==> config.mk <==
export PLATFORM = sky130hd
export DESIGN_NAME = phy_rx_nlane
export DESIGN_NICKNAME = d
export VERILOG_FILES = /design/src/rtl/phy_pkg.sv /design/src/rtl/rx_lane.sv /design/src/rtl/phy_rx_nlane.sv
export SDC_FILE = /design/constraint.sdc
export NUM_CORES = 1
export LEC_CHECK = 0
export ABC_AREA = 1
export CORE_UTILIZATION = 30
export DETAILED_ROUTE_END_ITERATION = 6
export SETUP_SLACK_MARGIN = 0.4
export SYNTH_ARGS = -nofsm -noshare
export SYNTH_HDL_FRONTEND = slang
export SYNTH_HIERARCHICAL = 1
export SYNTH_SLANG_ARGS = --single-unit
export TNS_END_PERCENT = 100
==> constraint.sdc <==
create_clock -name clk_32f -period 5.2 [get_ports clk_32f]
set_input_delay 1.04 -clock clk_32f [delete_from_list [all_inputs] [get_ports clk_32f]]
set_output_delay 1.04 -clock clk_32f [all_outputs]
set_load 0.02 [all_outputs]
==> src/rtl/phy_pkg.sv <==
// Shared symbol codes, word width and lane state type for the N-lane receiver.
package phy_pkg;

    localparam int unsigned BYTE_W = 8;
    localparam int unsigned WORD_W = 32;

    localparam logic [BYTE_W-1:0] COM = 8'hBC;
    localparam logic [BYTE_W-1:0] IDL = 8'h7C;

    typedef enum logic {
        SEARCH = 1'b0,
        ACTIVE = 1'b1
    } lane_state_e;

    // COM and IDL carry no payload once a lane is locked.
    function automatic logic is_ctrl(input logic [BYTE_W-1:0] b);
        return (b == COM) || (b == IDL);
    endfunction

endpackage

==> src/rtl/rx_lane.sv <==
// One receive lane: deserialise, COM alignment, lock FSM, byte packing, 2-entry word FIFO.
module rx_lane
    import phy_pkg::*;
#(
    parameter int unsigned COM_CNT = 4
) (
    input  logic              clk_i,
    input  logic              rst_i,
    input  logic              serial_i,
    input  logic              link_up_i,
    input  logic              pop_i,
    output logic              active_o,
    output logic              overflow_o,
    output logic              lock_c_o,
    output logic              empty_c_o,
    output logic [WORD_W-1:0] head_c_o
);

    localparam int unsigned CNT_W = $clog2(COM_CNT + 1);

    lane_state_e        state_q, state_d;
    logic [BYTE_W-1:0]  shift_q, shift_d;
    logic [2:0]         bit_cnt_q, bit_cnt_d;
    logic [CNT_W-1:0]   com_cnt_q, com_cnt_d;
    logic [BYTE_W-1:0]  byte_q, byte_d;
    logic               byte_vld_q, byte_vld_d;
    logic [WORD_W-1:0]  word_q, word_d;
    logic [1:0]         word_cnt_q, word_cnt_d;
    logic               word_vld_q, word_vld_d;
    logic               active_q, active_d;
    logic               boundary_c;

    logic [WORD_W-1:0]  mem_q [2];
    logic               wr_q, wr_d;
    logic               rd_q, rd_d;
    logic [1:0]         fcnt_q, fcnt_d;
    logic               ovf_q, ovf_d;
    logic               push_c, pop_ok_c, full_c, push_ok_c;

    // Lane state and datapath registers.
    always_ff @(posedge clk_i or posedge rst_i) begin
        if (rst_i) begin
            state_q    <= SEARCH;
            shift_q    <= '0;
            bit_cnt_q  <= '0;
            com_cnt_q  <= '0;
            byte_q     <= '0;
            byte_vld_q <= 1'b0;
            word_q     <= '0;
            word_cnt_q <= '0;
            word_vld_q <= 1'b0;
            active_q   <= 1'b0;
        end else begin
            state_q    <= state_d;
            shift_q    <= shift_d;
            bit_cnt_q  <= bit_cnt_d;
            com_cnt_q  <= com_cnt_d;
            byte_q     <= byte_d;
            byte_vld_q <= byte_vld_d;
            word_q     <= word_d;
            word_cnt_q <= word_cnt_d;
            word_vld_q <= word_vld_d;
            active_q   <= active_d;
        end
    end

    // Next state: shift, byte boundary, lock FSM, byte stage, word packing.
    always_comb begin
        state_d    = state_q;
        com_cnt_d  = com_cnt_q;
        byte_d     = byte_q;
        byte_vld_d = 1'b0;
        word_d     = word_q;
        word_cnt_d = word_cnt_q;
        word_vld_d = 1'b0;

        shift_d = {shift_q[BYTE_W-2:0], serial_i};

        // While searching, a COM in the window realigns the byte boundary to this clock.
        boundary_c = (bit_cnt_q == 3'd7) || ((state_q == SEARCH) && (shift_d == COM));
        bit_cnt_d  = boundary_c ? 3'd0 : bit_cnt_q + 3'd1;

        if (boundary_c) begin
            case (state_q)
                SEARCH: begin
                    if (shift_d == COM) begin
                        if (com_cnt_q == CNT_W'(COM_CNT - 1)) begin
                            state_d   = ACTIVE;
                            com_cnt_d = '0;
                        end else begin
                            com_cnt_d = com_cnt_q + CNT_W'(1);
                        end
                    end else begin
                        com_cnt_d = '0;
                    end
                end
                ACTIVE: begin
                    byte_d     = shift_d;
                    byte_vld_d = 1'b1;
                end
                default: state_d = SEARCH;
            endcase
        end

        // Control bytes abort a partial word; data bytes fill from [31:24] down.
        if (byte_vld_q) begin
            if (is_ctrl(byte_q)) begin
                word_cnt_d = '0;
            end else begin
                word_d = {word_q[WORD_W-BYTE_W-1:0], byte_q};
                if (word_cnt_q == 2'd3) begin
                    word_cnt_d = '0;
                    word_vld_d = 1'b1;
                end else begin
                    word_cnt_d = word_cnt_q + 2'd1;
                end
            end
        end

        active_d = (state_q == ACTIVE);
    end

    // FIFO storage and pointers.
    always_ff @(posedge clk_i or posedge rst_i) begin
        if (rst_i) begin
            mem_q[0] <= '0;
            mem_q[1] <= '0;
            wr_q     <= 1'b0;
            rd_q     <= 1'b0;
            fcnt_q   <= '0;
            ovf_q    <= 1'b0;
        end else begin
            if (push_ok_c) begin
                mem_q[wr_q] <= word_q;
            end
            wr_q   <= wr_d;
            rd_q   <= rd_d;
            fcnt_q <= fcnt_d;
            ovf_q  <= ovf_d;
        end
    end

    // FIFO control: a pop in the same clock frees room for a push into a full FIFO.
    always_comb begin
        push_c    = word_vld_q & link_up_i;
        pop_ok_c  = pop_i & (fcnt_q != 2'd0);
        full_c    = (fcnt_q == 2'd2);
        push_ok_c = push_c & (~full_c | pop_ok_c);

        wr_d   = push_ok_c ? ~wr_q : wr_q;
        rd_d   = pop_ok_c ? ~rd_q : rd_q;
        fcnt_d = fcnt_q;
        if (push_ok_c && !pop_ok_c) begin
            fcnt_d = fcnt_q + 2'd1;
        end else if (!push_ok_c && pop_ok_c) begin
            fcnt_d = fcnt_q - 2'd1;
        end
        ovf_d = ovf_q | (push_c & full_c & ~pop_ok_c);
    end

    assign active_o   = active_q;
    assign overflow_o = ovf_q;
    assign lock_c_o   = active_d;
    assign empty_c_o  = (fcnt_q == 2'd0);
    assign head_c_o   = mem_q[rd_q];

endmodule

==> src/rtl/phy_rx_nlane.sv <==
// N-lane serial receiver top: per-lane receivers plus round-robin destriping.
module phy_rx_nlane
    import phy_pkg::*;
#(
    parameter int unsigned LANES   = 2,
    parameter int unsigned COM_CNT = 4
) (
    input  logic              clk_32f,
    input  logic              reset,
    input  logic [LANES-1:0]  data_serial,
    output logic [LANES-1:0]  active,
    output logic              link_up,
    output logic [WORD_W-1:0] data_output,
    output logic              valid_out,
    output logic [LANES-1:0]  overflow
);

    localparam int unsigned PTR_W = (LANES > 1) ? $clog2(LANES) : 1;

    logic [LANES-1:0]  lock_c;
    logic [LANES-1:0]  empty_c;
    logic [LANES-1:0]  pop_c;
    logic [WORD_W-1:0] head_c [LANES];

    logic [PTR_W-1:0]  ptr_q, ptr_d;
    logic              link_up_q, link_up_d;
    logic [WORD_W-1:0] data_q, data_d;
    logic              valid_q, valid_d;

    for (genvar g = 0; g < LANES; g++) begin : g_lane
        rx_lane #(
            .COM_CNT (COM_CNT)
        ) u_lane (
            .clk_i      (clk_32f),
            .rst_i      (reset),
            .serial_i   (data_serial[g]),
            .link_up_i  (link_up_q),
            .pop_i      (pop_c[g]),
            .active_o   (active[g]),
            .overflow_o (overflow[g]),
            .lock_c_o   (lock_c[g]),
            .empty_c_o  (empty_c[g]),
            .head_c_o   (head_c[g])
        );
    end

    // Destriping output and pointer registers.
    always_ff @(posedge clk_32f or posedge reset) begin
        if (reset) begin
            ptr_q     <= '0;
            link_up_q <= 1'b0;
            data_q    <= '0;
            valid_q   <= 1'b0;
        end else begin
            ptr_q     <= ptr_d;
            link_up_q <= link_up_d;
            data_q    <= data_d;
            valid_q   <= valid_d;
        end
    end

    // Pop strictly in lane order; an empty lane stalls the pointer.
    always_comb begin
        pop_c     = '0;
        ptr_d     = ptr_q;
        data_d    = data_q;
        valid_d   = 1'b0;
        link_up_d = &lock_c;

        if (!empty_c[ptr_q]) begin
            pop_c[ptr_q] = 1'b1;
            valid_d      = 1'b1;
            data_d       = head_c[ptr_q];
            ptr_d        = (ptr_q == PTR_W'(LANES - 1)) ? '0 : ptr_q + PTR_W'(1);
        end
    end

    assign link_up     = link_up_q;
    assign data_output = data_q;
    assign valid_out   = valid_q;

endmodule

Word level (Yosys, flattened, before mapping)
Index checks and enable logic that the tools add are counted.

Memories: 0. RAM bits: 0. Input bits: 4. Bits in read-only memories: 0. Register bits after elaboration: 291. Bits in latches: 0. Output and inout port bits: 38.

Add/sub/neg operators: 11. Equal/unequal tests: 14. Reductions and logical operators: 30. $mul: 0. Divide/modulo/power cells: 0. Shift-type cells: 0. Bitwise gates (word level): 31. Multiplexer cells: 52. $lt $le $gt $ge: 9.

Operator list (number): 32-bit two-way mux (11); 64-bit bitwise mux (2); 32-bit demux with 1-bit select (2); 8-bit equality test (second input constant) (4); 1-bit two-way mux (21); 2-bit two-way mux (9); 3-bit two-way mux (6); 8-bit by 7-bit equality test with 1-bit output (second input constant) (2); 2-bit AND reduction (7); 3-bit by 1-bit adder with 3-bit output (second input constant) (4); 1-bit NOT (12); 1-bit AND (10); 2-bit greater-or-equal comparator (second input constant) (5); 1-bit NOT with 2-bit output (5); 1-bit logical AND (9); 2-bit by 1-bit adder with 2-bit output (second input constant) (4); 2-bit equality test (second input constant) (4); 2-bit nonzero test (4); 3-bit by 2-bit equality test with 1-bit output (second input constant) (2); 3-bit equality test (second input constant) (2); 1-bit zero test (4); 2-bit zero test (2); 1-bit logical OR (4); 2-bit by 1-bit less-than comparator with 1-bit output (second input constant) (2); other kinds (6) (10).

Longest topological paths before layout
Word-level depth: 12. Gate-level depth with buffers: 14. Mapped depth without buffers: 12.

By module
The synthesis kept the hierarchy.

By module, submodules not included: rx_lane at g_lane[0].u_lane (area each 5636.7 um2, sequential area each 3203.1 um2, cells each 622, times used 1); rx_lane at g_lane[1].u_lane (area each 5586.6 um2, sequential area each 3203.1 um2, cells each 621, times used 1); phy_rx_nlane (area each 1831.8 um2, sequential area each 875.8 um2, cells each 255, times used 1).

Least setup slack after synthesis
Ideal clock, no wire load.

Kind: reg-to-reg. From: register g_lane[0].u_lane.fcnt_q[0]. To: register g_lane[0].u_lane.fcnt_q[1]. Setup slack: 3.214 ns. Cell stages (with the launch flop): 14. Arrival: 1.855 ns. Setup time: 0.131 ns. Clock period less this slack: 1.986 ns. Path buffers: 1. Cells stage by stage: dfrtp_1 > nor2_1 > inv_1 > nand2_8 > buf_2 > inv_1 > nor2_4 > nand2_4 > nand2_4 > inv_6 > ha_1 > a21oi_1 > o21ai_0 > xor2_1.

Cells in the longest elaborated chain, start to end: 10.

Ends and longest elaborated chain: start, declared (line rx_lane.sv:36) `logic [1:0] fcnt_q, fcnt_d;`; start signal, assigned (line rx_lane.sv:138) `fcnt_q <= fcnt_d;`; 2-bit zero test * (line rx_lane.sv:164) `assign empty_c_o = (fcnt_q == 2'd0);`; via empty_c[0] (line phy_rx_nlane.sv:21) `logic [LANES-1:0] empty_c;`; 1-bit two-way mux (implied by the code) * (2 in series) (line phy_rx_nlane.sv:70) `if (!empty_c[ptr_q]) begin`; 2-bit two-way mux * (line phy_rx_nlane.sv:70); via pop_c[0] (line phy_rx_nlane.sv:22) `logic [LANES-1:0] pop_c;`; 1-bit AND * (line rx_lane.sv:146) `pop_ok_c = pop_i & (fcnt_q != 2'd0);`; 1-bit bitwise OR (line rx_lane.sv:148) `push_ok_c = push_c & (~full_c | pop_ok_c);`; 1-bit AND (line rx_lane.sv:148); 1-bit zero test (line rx_lane.sv:155) `end else if (!push_ok_c && pop_ok_c) begin`; 1-bit logical AND (line rx_lane.sv:155); 2-bit nonzero test (no line).

Mark *: on every way through the listed nets, which the timed path passes. The rest lies on a longest branch. The select of a mux whose other input is x is not followed. A chain may end at the register's enable or synchronous reset.

Final worst setup path
From: register ptr_q. To: register g_lane[0].u_lane/mem_q[61] (netlist name).

Cells in the longest elaborated chain, start to end: 8.

Ends and longest elaborated chain: start, declared (line phy_rx_nlane.sv:25) `logic [PTR_W-1:0] ptr_q, ptr_d;`; start signal, assigned (line phy_rx_nlane.sv:55) `ptr_q <= ptr_d;`; 1-bit by 2-bit less-than comparator with 1-bit output (implied by the code) or 1-bit greater-or-equal comparator (tied branches) (line phy_rx_nlane.sv:71) `pop_c[ptr_q] = 1'b1;`; 1-bit logical AND (implied by the code) (line phy_rx_nlane.sv:71); 1-bit two-way mux (implied by the code) (line phy_rx_nlane.sv:71); 1-bit demux with 1-bit select (line phy_rx_nlane.sv:71); 2-bit two-way mux * (line phy_rx_nlane.sv:70); via pop_c[0] (line phy_rx_nlane.sv:22); 1-bit AND * (line rx_lane.sv:146); 1-bit bitwise OR * (line rx_lane.sv:148); 1-bit AND * (line rx_lane.sv:148); end signal, assigned by index (line rx_lane.sv:134) `mem_q[wr_q] <= word_q;`; end, declared (line rx_lane.sv:33) `logic [WORD_W-1:0] mem_q [2];`.

Marked as above.

==> results.py <==
metrics = {
    "global_routing": {
        "antenna_found_initial": 0,
        "grt_start_max_net_pins": 85,
        "grt_pass1_wl_mm": 49.00,
        "first_global_vias": 9285,
        "gr-total-overflow": 0,
        "track_usage_pct": 13.72,
    },
    "critical_path": {
        "critPathCaptureType": "register",
        "required_ns": 5.61,
        "path_depth": 11,
        "crit_path_frequent_cell": "nand2_4",
        "slowest_stage": "nand2_4",
        "path_class": "reg -> reg",
        "r2r-end": "g_lane[0].u_lane/mem_q[61]$_DFFE_PP0P_",
        "path_buf_inv": 4,
        "r2r_start": "ptr_q$_DFFE_PP0N_",
        "cpPeakStageDelay_ns": 0.71,
        "rrSetupSlack_ns": 2.53,
        "crit_start": "ptr_q$_DFFE_PP0N_",
        "crit_end": "g_lane[0].u_lane/mem_q[61]$_DFFE_PP0P_",
        "crit_path_max_fanout": 65,
        "reg2reg_depth": 11,
        "critPathLaunchType": "register",
        "critPathTopFamily": "simple AND/OR/NAND/NOR gates",
        "cp.arrival_ns": 3.07,
        "path_cells": "buf_4 > inv_6 > nand2_8 > inv_1 > nor2_4 > nand2_4 > nand2_4 > inv_6 > nand2_4 > nand2_1 > o21ai_2",
    },
    "die": {
        "die_w_um": 210.6,
        "die_h_um": 210.6,
        "core_sq_mm": 0.04298,
        "pin_count": 42,
        "die_area_sq_mm": 0.04435,
        "num_rows": 76,
        "start_util_pct": 30.37,
    },
    "detailed_routing": {
        "top_layer": "met4",
        "drtAntennaViolNets": 0,
        "wl_met3_mm": 1.357,
        "drtPass1Iterations": 5,
        "route.detailed.drc": 0,
        "wl_met2_mm": 13.73,
        "vias": 9379,
        "drt_iter0_markers": 680,
        "wl_met1_mm": 13.41,
        "vias_per_cell": 4.432,
        "finalWirelength_mm": 29.37,
        "wl_per_cell_um": 13.88,
    },
    "clock_tree": {
        "cts_hold_buf": 0,
        "cts_num_sinks": 291,
        "post_cts_resized": 0,
        "cts_buffer_depth": 3,
        "clkLatencyLatePin_ns": 0.51,
        "path_clk_slew_ns": 0.06,
        "cts_tree": "yes",
        "htree_levels": 2,
        "post-cts-setup-buffer-count": 0,
        "cts_inserted_buffers": 34,
        "cts_root_buf": "clkbuf_16",
    },
    "power": {
        "pwr_density_cell_mw_per_mm2": 322.0,
        "switching_share_pct": 21.81,
        "p_sw_mw": 1.038,
        "p_clk_share_pct": 48.4,
        "p_leak_nw": 7.540,
        "seqPwrFrac_pct": 48.9,
        "ir_worst_vdd_mv": 0.2015,
        "p_int_mw": 3.722,
        "power_frac_comb_pct": 2.7,
    },
    "worst_hold_path": {
        "whs_path_depth": 0,
        "min_path_type": "reg -> reg",
    },
    "synthesis": {
        "yosysSeqAreaShare_pct": 55.78,
        "ys_ff_latch": 291,
        "synth_nets": 1512,
        "synth_cells": 1498,
        "syn_area_sq_mm": 0.01306,
        "synth_warnings": 6,
        "synth.avg_cell_area_sq_um": 8.715,
        "yosysUniqueCellTypes": 33,
    },
    "cells_and_area": {
        "stdcell_count": 2116,
        "area_delta_synth_final_pct": 13.24,
        "mostFrequentLayoutCells": "657 x nand2_1, 291 x dfrtp_1, 103 x inv_1, 101 x nand3_1, 62 x o21ai_2",
        "fill_cells": 4470,
        "layout-drive-gt1-share_pct": 12.54,
        "fin_util_pct": 34.39,
        "antennaDiodeCount": 0,
        "nets": 1522,
        "final_common_cell": "nand2_1",
    },
    "timing": {
        "period_share_pct": 51.34,
        "max_freq_mhz": 374.6,
        "finalSetupViolCount": 0,
        "finalCriticalPeriod_ns": 2.670,
        "maxSlewHeadroom_pct": 28.78,
        "holdWs_ns": 0.4014,
        "rsz0062_at_grt": "no",
        "skew_ns": 0.01929,
        "setup_tns_ns": 0,
        "max_slew.worst_pin.slew_ns": 1.068,
        "hold_viol_final": 0,
        "finalMaxSlewViolations": 0,
    },
    "outcome": {
        "status": "finished clean",
    },
    "place": {
        "place_congestion": 0.7922,
        "dp_hpwl_mm": 18.79,
        "io_buffers": 41,
        "placed_cells": 2057,
    },
    "run": {
        "maxCapViolations": 0,
    },
}
layout make-up:
type	count	area, sq um	area share [%]
Clock inverter	10	58.81	0.3978
Clock buffer	49	1039	7.025
Sequential cell	291	7282	49.26
Multi-Input combinational cell	1015	4718	31.92
Inverter	114	447.9	3.030
Tap cell	585	732.0	4.951
Timing Repair Buffer	52	505.5	3.419
how the worst min path moves through the flow:
stage | slack, ns | start | to
6_report | 0.40 | g_lane[1].u_lane/shift_q[0]$_DFF_PP0_ | g_lane[1].u_lane/shift_q[1]$_DFF_PP0_
3_3_place_gp | 0.38 | g_lane[1].u_lane/shift_q[0]$_DFF_PP0_ | g_lane[1].u_lane/shift_q[1]$_DFF_PP0_
4_1_cts | 0.40 | g_lane[0].u_lane/shift_q[5]$_DFF_PP0_ | g_lane[0].u_lane/shift_q[6]$_DFF_PP0_
5_1_grt | 0.42 | g_lane[0].u_lane/shift_q[2]$_DFF_PP0_ | g_lane[0].u_lane/shift_q[3]$_DFF_PP0_
2_1_floorplan | 0.37 | g_lane[0].u_lane/shift_q[1]$_DFF_PP0_ | g_lane[0].u_lane/shift_q[2]$_DFF_PP0_
3_5_place_dp | 0.39 | g_lane[1].u_lane/shift_q[0]$_DFF_PP0_ | g_lane[1].u_lane/shift_q[1]$_DFF_PP0_
stage by stage:
stage	power [mW]	area (sq um)	worst slack [ns]
3_5_place_dp	2.500	13690	2.371
5_1_grt	4.946	14780	2.269
2_1_floorplan	2.456	13060	0.7474
4_1_cts	4.833	14780	2.502
6_report	4.760	14780	2.530
3_3_place_gp	2.492	13690	2.445
cells by family (layout without fill, tap and decap cells):
group	count (synthesis)	count (layout)	share of synthesized area, %
AO/OA/AOI/OAI	154	154	7.801
XOR/XNOR	7	7	0.4696
adder cells (fa/ha/maj)	10	10	0.9584
buffers and inverters	192	225	8.079
flip-flops	291	291	55.78
AND/OR/NAND/NOR	844	844	26.91
cells in the mapped netlist, drive strengths merged:
library cell / n / share of area (%)
a21o: 1 / 0.058
a21oi: 4 / 0.15
buf: 56 / 4.0
clkbuf: 22 / 0.65
clkinv: 2 / 0.058
dfrtp: 291 / 56
ha: 10 / 0.96
inv: 112 / 3.3
nand2: 707 / 22
nand3: 102 / 3.9
nand4: 2 / 0.096
nor2: 31 / 1.0
nor3: 1 / 0.038
o21a: 1 / 0.058
o21ai: 144 / 7.3
o21bai: 4 / 0.23
or2: 1 / 0.048
xnor2: 2 / 0.13
xor2: 5 / 0.34
sequential cells by signal (all words and copies together), names as in the netlist:
name / cells
data_output: 32
g_lane.u_lane/active_o: 2
g_lane.u_lane/bit_cnt_q: 6
g_lane.u_lane/byte_q: 16
g_lane.u_lane/byte_vld_q: 2
g_lane.u_lane/com_cnt_q: 6
g_lane.u_lane/fcnt_q: 4
g_lane.u_lane/lock_c_o: 2
g_lane.u_lane/mem_q: 128
g_lane.u_lane/overflow_o: 2
g_lane.u_lane/rd_q: 2
g_lane.u_lane/shift_q: 14
g_lane.u_lane/word_cnt_q: 4
g_lane.u_lane/word_q: 64
g_lane.u_lane/word_vld_q: 2
g_lane.u_lane/wr_q: 2
link_up: 1
ptr_q: 1
valid_out: 1
power groups by stage:
stage	Sequential, mW	Clock (mW)	Combinational (mW)
after floorplan	2.36	0	0.0965
after global placement	2.37	0	0.126
after detailed placement	2.37	0	0.133
after CTS	2.33	2.37	0.133
after global routing	2.33	2.46	0.157
final	2.33	2.30	0.128
per-layer routing:
metal | GRT usage (%) | vias up
met2 | 22.07 | 174
met3 | 2.548 | 50
li1 | - | 4686
met4 | 5.072 | 0
met5 | 0 | -
met1 | 18.38 | 4469
worst reg2reg max path: stages (launching register included):
cell and delay, ns:
dfrtp_1 0.32, buf_4 0.36, inv_6 0.19, nand2_8 0.25
inv_1 0.12, nor2_4 0.13, nand2_4 0.06, nand2_4 0.07
inv_6 0.04, nand2_4 0.71, nand2_1 0.21, o21ai_2 0.10
No activity file was read; power rests on OpenSTA's default activity.
